==> src/rtl/mem_port_arbiter.sv <==
// Purpose: round-robin arbiter sharing one single-port memory between a fetch port and a data port.
// Latency: grant in the request cycle, mem_req one cycle later, response no earlier than two cycles after grant.
// Backpressure: a requester that loses arbitration or arrives while busy holds req until it sees its grant pulse.
module mem_port_arbiter #(
  parameter int TIMEOUT = 16
) (
  input  logic        clk,
  input  logic        reset,
  input  logic        if_req,
  input  logic [31:0] if_addr,
  output logic        if_gnt,
  output logic        if_rvalid,
  output logic [31:0] if_rdata,
  input  logic        dm_req,
  input  logic        dm_we,
  input  logic [31:0] dm_addr,
  input  logic [31:0] dm_wdata,
  input  logic [3:0]  dm_wstrb,
  output logic        dm_gnt,
  output logic        dm_rvalid,
  output logic [31:0] dm_rdata,
  output logic        mem_req,
  output logic        mem_we,
  output logic [31:0] mem_addr,
  output logic [31:0] mem_wdata,
  output logic [3:0]  mem_wstrb,
  input  logic        mem_rvalid,
  input  logic [31:0] mem_rdata,
  output logic        busy,
  output logic        err
);

  // Counter only has to reach TIMEOUT-1, so log2(TIMEOUT) bits suffice.
  localparam int            CW       = (TIMEOUT > 1) ? $clog2(TIMEOUT) : 1;
  localparam logic [CW-1:0] CNT_LAST = CW'(TIMEOUT - 1);

  typedef enum logic [1:0] {
    IDLE  = 2'd0,
    ISSUE = 2'd1,
    WAIT  = 2'd2
  } state_t;

  state_t        state;
  logic [CW-1:0] wait_cnt;
  logic          owner_dm;   // 1 = data port owns the outstanding transaction
  logic          last_dm;    // 1 = data port received the most recent grant
  logic          cmd_we;
  logic [31:0]   cmd_addr;
  logic [31:0]   cmd_wdata;
  logic [3:0]    cmd_wstrb;

  logic          pick_dm;
  logic          pick_if;
  logic          in_idle;
  logic          in_wait;
  logic          timeout_hit;
  logic          resp;
  logic [31:0]   resp_data;

  // Round-robin pick: on a tie the port not granted last wins; reset leaves last_dm=0 so dm wins first.
  always_comb begin
    pick_dm = 1'b0;
    pick_if = 1'b0;
    if (dm_req && if_req) begin
      pick_dm = ~last_dm;
      pick_if = last_dm;
    end else begin
      pick_dm = dm_req;
      pick_if = if_req;
    end
  end

  // Every output is forced quiet while reset is high, including a response that would land in that cycle.
  assign in_idle     = (state == IDLE) && !reset;
  assign in_wait     = (state == WAIT) && !reset;
  assign timeout_hit = in_wait && !mem_rvalid && (wait_cnt == CNT_LAST);
  assign resp        = in_wait && (mem_rvalid || timeout_hit);
  assign resp_data   = mem_rvalid ? mem_rdata : 32'h0;

  assign if_gnt    = in_idle && pick_if;
  assign dm_gnt    = in_idle && pick_dm;
  assign if_rvalid = resp && !owner_dm;
  assign dm_rvalid = resp && owner_dm;
  assign if_rdata  = if_rvalid ? resp_data : 32'h0;
  assign dm_rdata  = dm_rvalid ? resp_data : 32'h0;
  assign err       = timeout_hit;

  assign mem_req   = (state == ISSUE) && !reset;
  assign busy      = (state != IDLE) && !reset;
  assign mem_we    = reset ? 1'b0  : cmd_we;
  assign mem_addr  = reset ? 32'h0 : cmd_addr;
  assign mem_wdata = reset ? 32'h0 : cmd_wdata;
  assign mem_wstrb = reset ? 4'h0  : cmd_wstrb;

  // Transaction FSM: latch the winner's command, issue it once, then wait for a response or time out.
  always_ff @(posedge clk) begin
    if (reset) begin
      state     <= IDLE;
      wait_cnt  <= '0;
      owner_dm  <= 1'b0;
      last_dm   <= 1'b0;
      cmd_we    <= 1'b0;
      cmd_addr  <= 32'h0;
      cmd_wdata <= 32'h0;
      cmd_wstrb <= 4'h0;
    end else begin
      case (state)
        IDLE: begin
          if (pick_dm) begin
            owner_dm  <= 1'b1;
            last_dm   <= 1'b1;
            cmd_we    <= dm_we;
            cmd_addr  <= dm_addr;
            cmd_wdata <= dm_wdata;
            cmd_wstrb <= dm_wstrb;
            state     <= ISSUE;
          end else if (pick_if) begin
            owner_dm  <= 1'b0;
            last_dm   <= 1'b0;
            cmd_we    <= 1'b0;
            cmd_addr  <= if_addr;
            cmd_wdata <= 32'h0;
            cmd_wstrb <= 4'h0;
            state     <= ISSUE;
          end
        end
        ISSUE: begin
          wait_cnt <= '0;
          state    <= WAIT;
        end
        WAIT: begin
          if (mem_rvalid || timeout_hit) begin
            state <= IDLE;
          end else begin
            wait_cnt <= wait_cnt + CW'(1);
          end
        end
        default: state <= IDLE;
      endcase
    end
  end

endmodule

==> config.mk <==
export PLATFORM = sky130hd
export DESIGN_NAME = mem_port_arbiter
export DESIGN_NICKNAME = d
export VERILOG_FILES = /design/src/rtl/mem_port_arbiter.sv
export SDC_FILE = /design/constraint.sdc
export NUM_CORES = 1
export LEC_CHECK = 0
export BUFFER_PORTS_ARGS = -buffer_cell sky130_fd_sc_hd__buf_2
export CORE_AREA = 2 2 109 111
export DETAILED_ROUTE_END_ITERATION = 12
export DIE_AREA = 0 0 111 113
export PLACE_DENSITY = 0.72
export SYNTH_ARGS = -nofsm -noshare
export SYNTH_HDL_FRONTEND = slang
export SYNTH_SLANG_ARGS = --single-unit
==> constraint.sdc <==
create_clock -name clk -period 1.6 [get_ports clk]
set_input_delay 0.4 -clock clk [delete_from_list [all_inputs] [get_ports clk]]
set_output_delay 0.4 -clock clk [all_outputs]
set_load 0.01 [all_outputs]
---- Word-level counts from Yosys, hierarchy flattened ----
Index checks and enable logic that the tools add are counted.
operators by class
  multiplexer cells ....................... 24
  reductions and logical operators ........ 23
  equality and inequality tests ........... 6
  $add $sub $neg .......................... 1
  bitwise operators ....................... 1
operators with widths
  kind                                                   count
  2-to-1 mux 32 bit                                      9
  2-to-1 mux 4 bit                                       4
  logical AND 1 bit                                      12
  case mux 4 bit (2 select lines)                        1
  2-to-1 mux 1 bit                                       6
  2-to-1 mux 2 bit                                       3
  case mux 2 bit (3 select lines)                        1
  AND reduction 2 bit                                    3
  nonzero test 2 bit                                     3
  adder 4 x 1 -> 4 bit, second input constant            1
  == test 4 bit, second input constant                   1
  logical NOT 1 bit                                      3
  inequality test 3 bit, second input constant           1
  == test 2 x 1 -> 1 bit, second input constant          1
  == test 2 bit, second input constant                   1
  logical NOT 2 bit                                      1
  inequality test 2 x 1 -> 1 bit, second input constant  1
  inequality test 2 bit, second input constant           1
  logical OR 1 bit                                       1
  NOT 1 bit                                              1
word-level totals
  output and inout port bits .............. 140
  input bits .............................. 138
  logic and storage cells ................. 62
  bits in registers ....................... 76

---- Logic depth before layout (Yosys ltp) ----
Gate-level depths: netlist of the first run.
  depth in word-level cells ............... 8
  gate-level depth with buffers ........... 6
  depth with buffers taken out ............ 4

---- Worst setup path before layout of the first run ----
No wires, ideal clock.
  path kind ............................... input-to-output
  start ................................... input port reset
  end ..................................... output port dm_rdata[10]
  buffers on the path ..................... 3
  path slack .............................. -0.153 ns
  data required time ...................... 1.200 ns
  data arrival time ....................... 1.353 ns
  stages .................................. 5
  path through ............................ buf_2 -> clkbuf_1 -> nand4b_1 -> buf_2 -> nor2_1
on the way
  cells in the longest elaborated chain, start to end .. 8
RTL lines
  element                         line  source
  from (decl)                     8     input logic reset,
  logical NOT 1 bit (*)           75    assign in_wait = (state == WAIT) && !reset;
  logical AND 1 bit (*)           75
  logical AND 1 bit (2 in a row)  76    assign timeout_hit = in_wait && !mem_rvalid && (wait_cnt == CNT_LAST);
  logical OR 1 bit                77    assign resp = in_wait && (mem_rvalid || timeout_hit);
  logical AND 1 bit (*)           77
  logical AND 1 bit (*)           83    assign dm_rvalid = resp && owner_dm;
  2-to-1 mux 32 bit (*)           85    assign dm_rdata = dm_rvalid ? resp_data : 32'h0;
  to (decl)                       21    output logic [31:0] dm_rdata,
Mark *: on every way between the ends. The rest lies on a longest branch, timed or not.

---- Final worst setup path of the first run ----
  start ................................... register wait_cnt[1]
  end ..................................... output port dm_rdata[1]
on the way
  cells in the longest elaborated chain, start to end .. 6
RTL lines
  element                 line  source
  from (decl)             44    logic [CW-1:0] wait_cnt;
  from (signal assigned)  135   wait_cnt <= wait_cnt + CW'(1);
  == test 4 bit           76
  logical AND 1 bit       76
  logical OR 1 bit        77
  logical AND 1 bit       77
  logical AND 1 bit       83
  2-to-1 mux 32 bit       85
Every way passes these cells.

==> flow_summary.toml, run 1 <==
[die]
die_area_sq_um = 12500
start_util_pct = 34.5
die_h_um = 113
core_area_sq_um = 11300
die_w_um = 111
io_pins = 278
fp-row-count = 39

[setup_path]
start_kind = "flip-flop"
cp.required_ns = 1.20
timing.rr.start = "state[0]"
path_delay_family = "buffers and inverters"
slowest_stage = "dfxtp_2"
crit_fanout = 8
rr_worst_depth = 7
path_class = "reg -> out"
r2r-end = "cmd_wstrb[2]"
rrSetupSlack_ns = 0.07
arrival_ns = 1.70
slowest_delay_ns = 0.36
critPathCaptureType = "primary output"
worstPathCellList = "ha_4 -> a31o_4 -> nand4b_1 -> buf_6 -> clkbuf_16 -> nor2_1 -> buf_2"
critPathBufInv = 3

[timing]
period_needed_ns = 2.10
rsz0062_at_grt = "yes"
fin_skew_ns = 0.00489
worst_pin_slew_ns = 0.344
setup_viol_count_final = 69
timing.final.crit_share_pct = 131
clock.fmax_mhz = 477
layout_setup_ws_ns = -0.496
finalHoldViolCount = 0
drv_slew = 0
whs_ns = 0.259
slew_headroom_pct = 77.1

[worst_hold_path]
worstHoldPathCells = 2
hold_class = "in -> reg"
min_to = "cmd_wdata[18]"
hold_start = "dm_wdata[18]"

[clocking]
clk_path_buf_depth = 2
postCtsHoldBufs = 0
clock_latency_ns = 0.33
cts.sinks = 76
path_clk_slew_ns = 0.06
cts_root_buffer = "clkbuf_16"
cts_htree_levels = 3
cts_buffers = 9
cts_tree = "done"

[routing]
initialDrtViolationCount = 146
routed.top_layer = "met4"
wl_met1_mm = 5.15
routed-wl-met2_mm = 6.89
ant_nets = 0
drt-wirelength-per-cell_um = 13.4
drc = 0
viasPerCell = 4.72
via_count = 4697
first_pass_iters = 4
wl_met3_um = 883
wl_mm = 13.3

[final_layout]
fin_util_pct = 59.6
num-nets-final = 986
syn_to_final_growth_pct = 72.7
final_cell_mix = "buf_2, nand2_1, nand2b_1, dfxtp_1, inv_1"
num_antenna_cells = 0
layout_commonest_cell = "buf_2"
drive_gt1_share_pct = 49.9

[placed_design]
dp_hpwl_mm = 9.55
routabilityCongestion = 0.824
port_buffers = 277

[global_routing]
grt_pass1_wl_mm = 20.7
antenna_found_initial = 0
track_usage_pct = 20.1
grt_remaining_overflow = 0
grt_pass1_vias = 4447
grt_max_degree = 40

[synthesis]
ys_warn_count = 0
yosys-top-cells-area = "dfxtp_1, nand2b_1, nand2_1"
synth_cells = 529
synth_edf_count = 0
synth_top_cell_by_area = "dfxtp_1"
netlist_area_sq_um = 3890
ys_types = 34
avgSynthCellArea_sq_um = 7.35
syn-num-nets = 668
async_flop_share_pct = 0
synth-seq-cells = 76
netlist.area_leader.share_pct = 39.1
yosysSeqAreaShare_pct = 39.1
synth_ff_type = "dfxtp_1"

[pwr]
peakVddDrop_uv = 517
powerDensity_nw_per_um2 = 848
cellLeakagePower_nw = 3.77

[run_status]
outcome = "complete, but fails checks"
violations = "negative setup slack"

[flow_run]
maxCapViolCount = 0
-- worst reg2reg max path, stage by stage, from the launching register on --
cell	delay (ns)
dfxtp_4	0.37
buf_6	0.12
buf_6	0.11
nor3_4	0.19
and2_4	0.18
buf_4	0.19
buf_4	0.17
o2bb2ai_1	0.12
-- metrics by stage --
step           std cells  TNS [ns]  area [sq um]  total power, mW  setup slack (ns)
2_1_floorplan        529     -4.54          4030             2.77            -0.124
3_3_place_gp         972    -15.34          5940             3.31            -0.184
3_5_place_dp         972    -15.10          5940             3.32            -0.202
4_1_cts              991    -28.42          6480             5.71            -0.460
5_1_grt              995    -33.65          6720             5.98            -0.605
6_report             995    -28.09          6720             5.69            -0.496
-- cells in the mapped netlist (all sizes together), types with 2 or more instances --
cell and n:
o2bb2ai 37, or3 2, buf 13, nand2b 73, nor2 69, o211ai 3
nand3 3, a32oi 32, nand4b 2, o21ai 2, nor3b 2, a21oi 4
nand2 97, dfxtp 76, clkbuf 27, inv 72
-- area by class of cell --
class | count | area [sq um]
Sequential cell | 76 | 1530
Multi-Input combinational cell | 341 | 2170
Tap cell | 143 | 179
Timing Repair Buffer | 347 | 2210
Fill cell | 1028 | 4560
Clock buffer | 9 | 225
Inverter | 72 | 273
Clock inverter | 7 | 124
-- sequential cells by signal (all words and copies together) (netlist names) --
name and count:
cmd_addr 32, cmd_wdata 32, cmd_wstrb 4, wait_cnt 4, state 2, cmd_we 1
last_dm 1
-- kinds of logic (layout without fill, tap and decap cells) --
| kind of cell | after synthesis | count (layout) | share of synthesized area (%) |
|---|---|---|---|
| compound gates | 85 | 85 | 18.5 |
| buf+inv | 112 | 435 | 11.5 |
| fa+ha+maj | 1 | 1 | 0.322 |
| simple gates | 255 | 255 | 30.6 |
| flops | 76 | 76 | 39.1 |
-- how the worst max path moves through the flow --
stage | start | to | slack (ns) | cells after the start
2_1_floorplan | reset | dm_rdata[12] | -0.12 | 5
3_3_place_gp | mem_rvalid | dm_rdata[27] | -0.18 | 6
3_5_place_dp | mem_rvalid | dm_rdata[26] | -0.20 | 6
4_1_cts | wait_cnt[1] | dm_rdata[26] | -0.46 | 7
5_1_grt | wait_cnt[1] | dm_rdata[1] | -0.61 | 7
6_report | wait_cnt[1] | dm_rdata[1] | -0.50 | 7
-- per-layer routing --
layer	track usage, %	vias up
met3	4.55	28
met4	9.67	0
met2	36.5	180
met5	0	-
li1	-	2342
met1	22.4	2147
-- power breakdown --
group          total, mW  internal, mW  leakage (nW)  switching (mW)
logic               1.18         0.562          2.98           0.622
registers           2.15          2.09         0.629          0.0582
clock network       2.36          1.53         0.166           0.827
-- what timing repair did --
action	4_1_cts	5_1_grt
pin swaps	7	18
cloned	2	1
hold endpoints to repair	0	0
setup buffers	2	4
setup endpoints to repair	110	79
resized for setup	32	45
(Power assumes the default switching activity.)
==> run 2, diff against run 1 <==
--- a/config.mk
+++ b/config.mk
@@ -10,6 +10,8 @@
 export DETAILED_ROUTE_END_ITERATION = 12
 export DIE_AREA = 0 0 111 113
 export PLACE_DENSITY = 0.72
+export RECOVER_POWER = 50
+export SKIP_CTS_REPAIR_TIMING = 1
 export SYNTH_ARGS = -nofsm -noshare
 export SYNTH_HDL_FRONTEND = slang
 export SYNTH_SLANG_ARGS = --single-unit
==> flow_summary.toml, run 2 (same netlist as run 1, synthesis figures left out) <==
[global_routing]
antenna_found_initial = 0
grt_pass1_vias = 4323
grt_remaining_overflow = 0
track_usage_pct = 19.5
grt_pass1_wl_mm = 20.1
grt_max_degree = 40

[run_status]
outcome = "complete, but fails checks"
violations = "negative setup slack"

[placed_design]
place_ws_ns = -0.202
dp_hpwl_mm = 9.55
routabilityCongestion = 0.824
port_buffers = 277

[setup_path]
path_depth = 6
start_kind = "flip-flop"
path_delay_family = "buffers and inverters"
critPathBufInv = 2
worstPathCellList = "ha_4 -> a31o_4 -> nand4b_1 -> buf_12 -> nor2_1 -> buf_2"
arrival_ns = 1.68
slowest_stage = "dfxtp_2"
critPathCaptureType = "primary output"
crit_fanout = 33
slowest_delay_ns = 0.34
rr_worst_depth = 4
rrSetupSlack_ns = 0.07
cp.required_ns = 1.20
path_class = "reg -> out"

[timing]
timing.final.crit_share_pct = 130
finalSetupTns_ns = -28.63
rsz0062_at_grt = "yes"
fin_skew_ns = 0.00472
drv_slew = 0
finalHoldViolCount = 0
worst_pin_slew_ns = 0.343
layout_setup_ws_ns = -0.482
whs_ns = 0.259
period_needed_ns = 2.08
clock.fmax_mhz = 480
slew_headroom_pct = 77.2
setup_viol_count_final = 69

[routing]
via_count = 4753
ant_nets = 0
viasPerCell = 4.79
drc = 0
wl_mm = 13.7
initialDrtViolationCount = 215
drt-wirelength-per-cell_um = 13.8
first_pass_iters = 4

[pwr]
powerDensity_nw_per_um2 = 834
peakVddDrop_uv = 518
cellLeakagePower_nw = 3.78

[worst_hold_path]
worstHoldPathCells = 2
hold_class = "in -> reg"

[final_layout]
final_cell_mix = "buf_2, nand2_1, nand2b_1, dfxtp_1, inv_1"
fill_cells = 996
num-nets-final = 984
layout_commonest_cell = "buf_2"
syn_to_final_growth_pct = 76.5
largestRegisters = "cmd_addr (32), cmd_wdata (32)"
num_antenna_cells = 0
drive_gt1_share_pct = 48.9

[die]
fp-row-count = 39
die_w_um = 111
start_util_pct = 34.5
die_h_um = 113
core_area_sq_um = 11300
die_area_sq_um = 12500
io_pins = 278

[clocking]
cts_tree = "done"
clk_path_buf_depth = 2
path_clk_slew_ns = 0.06
cts_buffers = 9
clock_latency_ns = 0.33
cts_htree_levels = 3
cts_root_buffer = "clkbuf_16"
cts.sinks = 76

[flow_run]
maxCapViolCount = 0
[run 2: layer usage]
layer / global-route usage [%] / up-vias / part of all wire (%)
li1: - / 2338 / -
met3: 4.66 / 35 / 6.9
met4: 8.83 / 0 / 3.4
met2: 35.1 / 211 / 51
met1: 22.1 / 2169 / 38
met5: 0 / - / 0
[run 2: final timing paths]
| kind | from | to |
|---|---|---|
| max | wait_cnt[1] | dm_rdata[17] |
| min | dm_wdata[18] | cmd_wdata[18] |
| min reg2reg | cmd_addr[16] | cmd_addr[16] |
| max reg2reg | state[0] | wait_cnt[0] |
[run 2: layout make-up]
| cell class | instances | area [sq um] | share of cell area, % |
|---|---|---|---|
| clock buffers | 9 | 225 | 3.28 |
| clock inverters | 7 | 124 | 1.80 |
| inverters | 72 | 273 | 3.97 |
| multi-input cells | 341 | 2230 | 32.6 |
| flip-flops and latches | 76 | 1530 | 22.3 |
| well taps | 143 | 179 | 2.61 |
| repair buffers | 345 | 2300 | 33.5 |
[run 2: per-stage QoR]
stage	util (%)	power (mW)	area, sq um	std cells
2_1_floorplan	-	2.77	4030	529
3_3_place_gp	52.7	3.31	5940	972
3_5_place_dp	52.7	3.32	5940	972
4_1_cts	55.8	5.69	6290	988
5_1_grt	60.9	6.01	6860	993
6_report	60.9	5.72	6860	993
[run 2: report_power, final]
part | switching [mW] | internal, mW
clock network | 0.828 | 1.53
registers | 0.0602 | 2.09
logic | 0.638 | 0.574
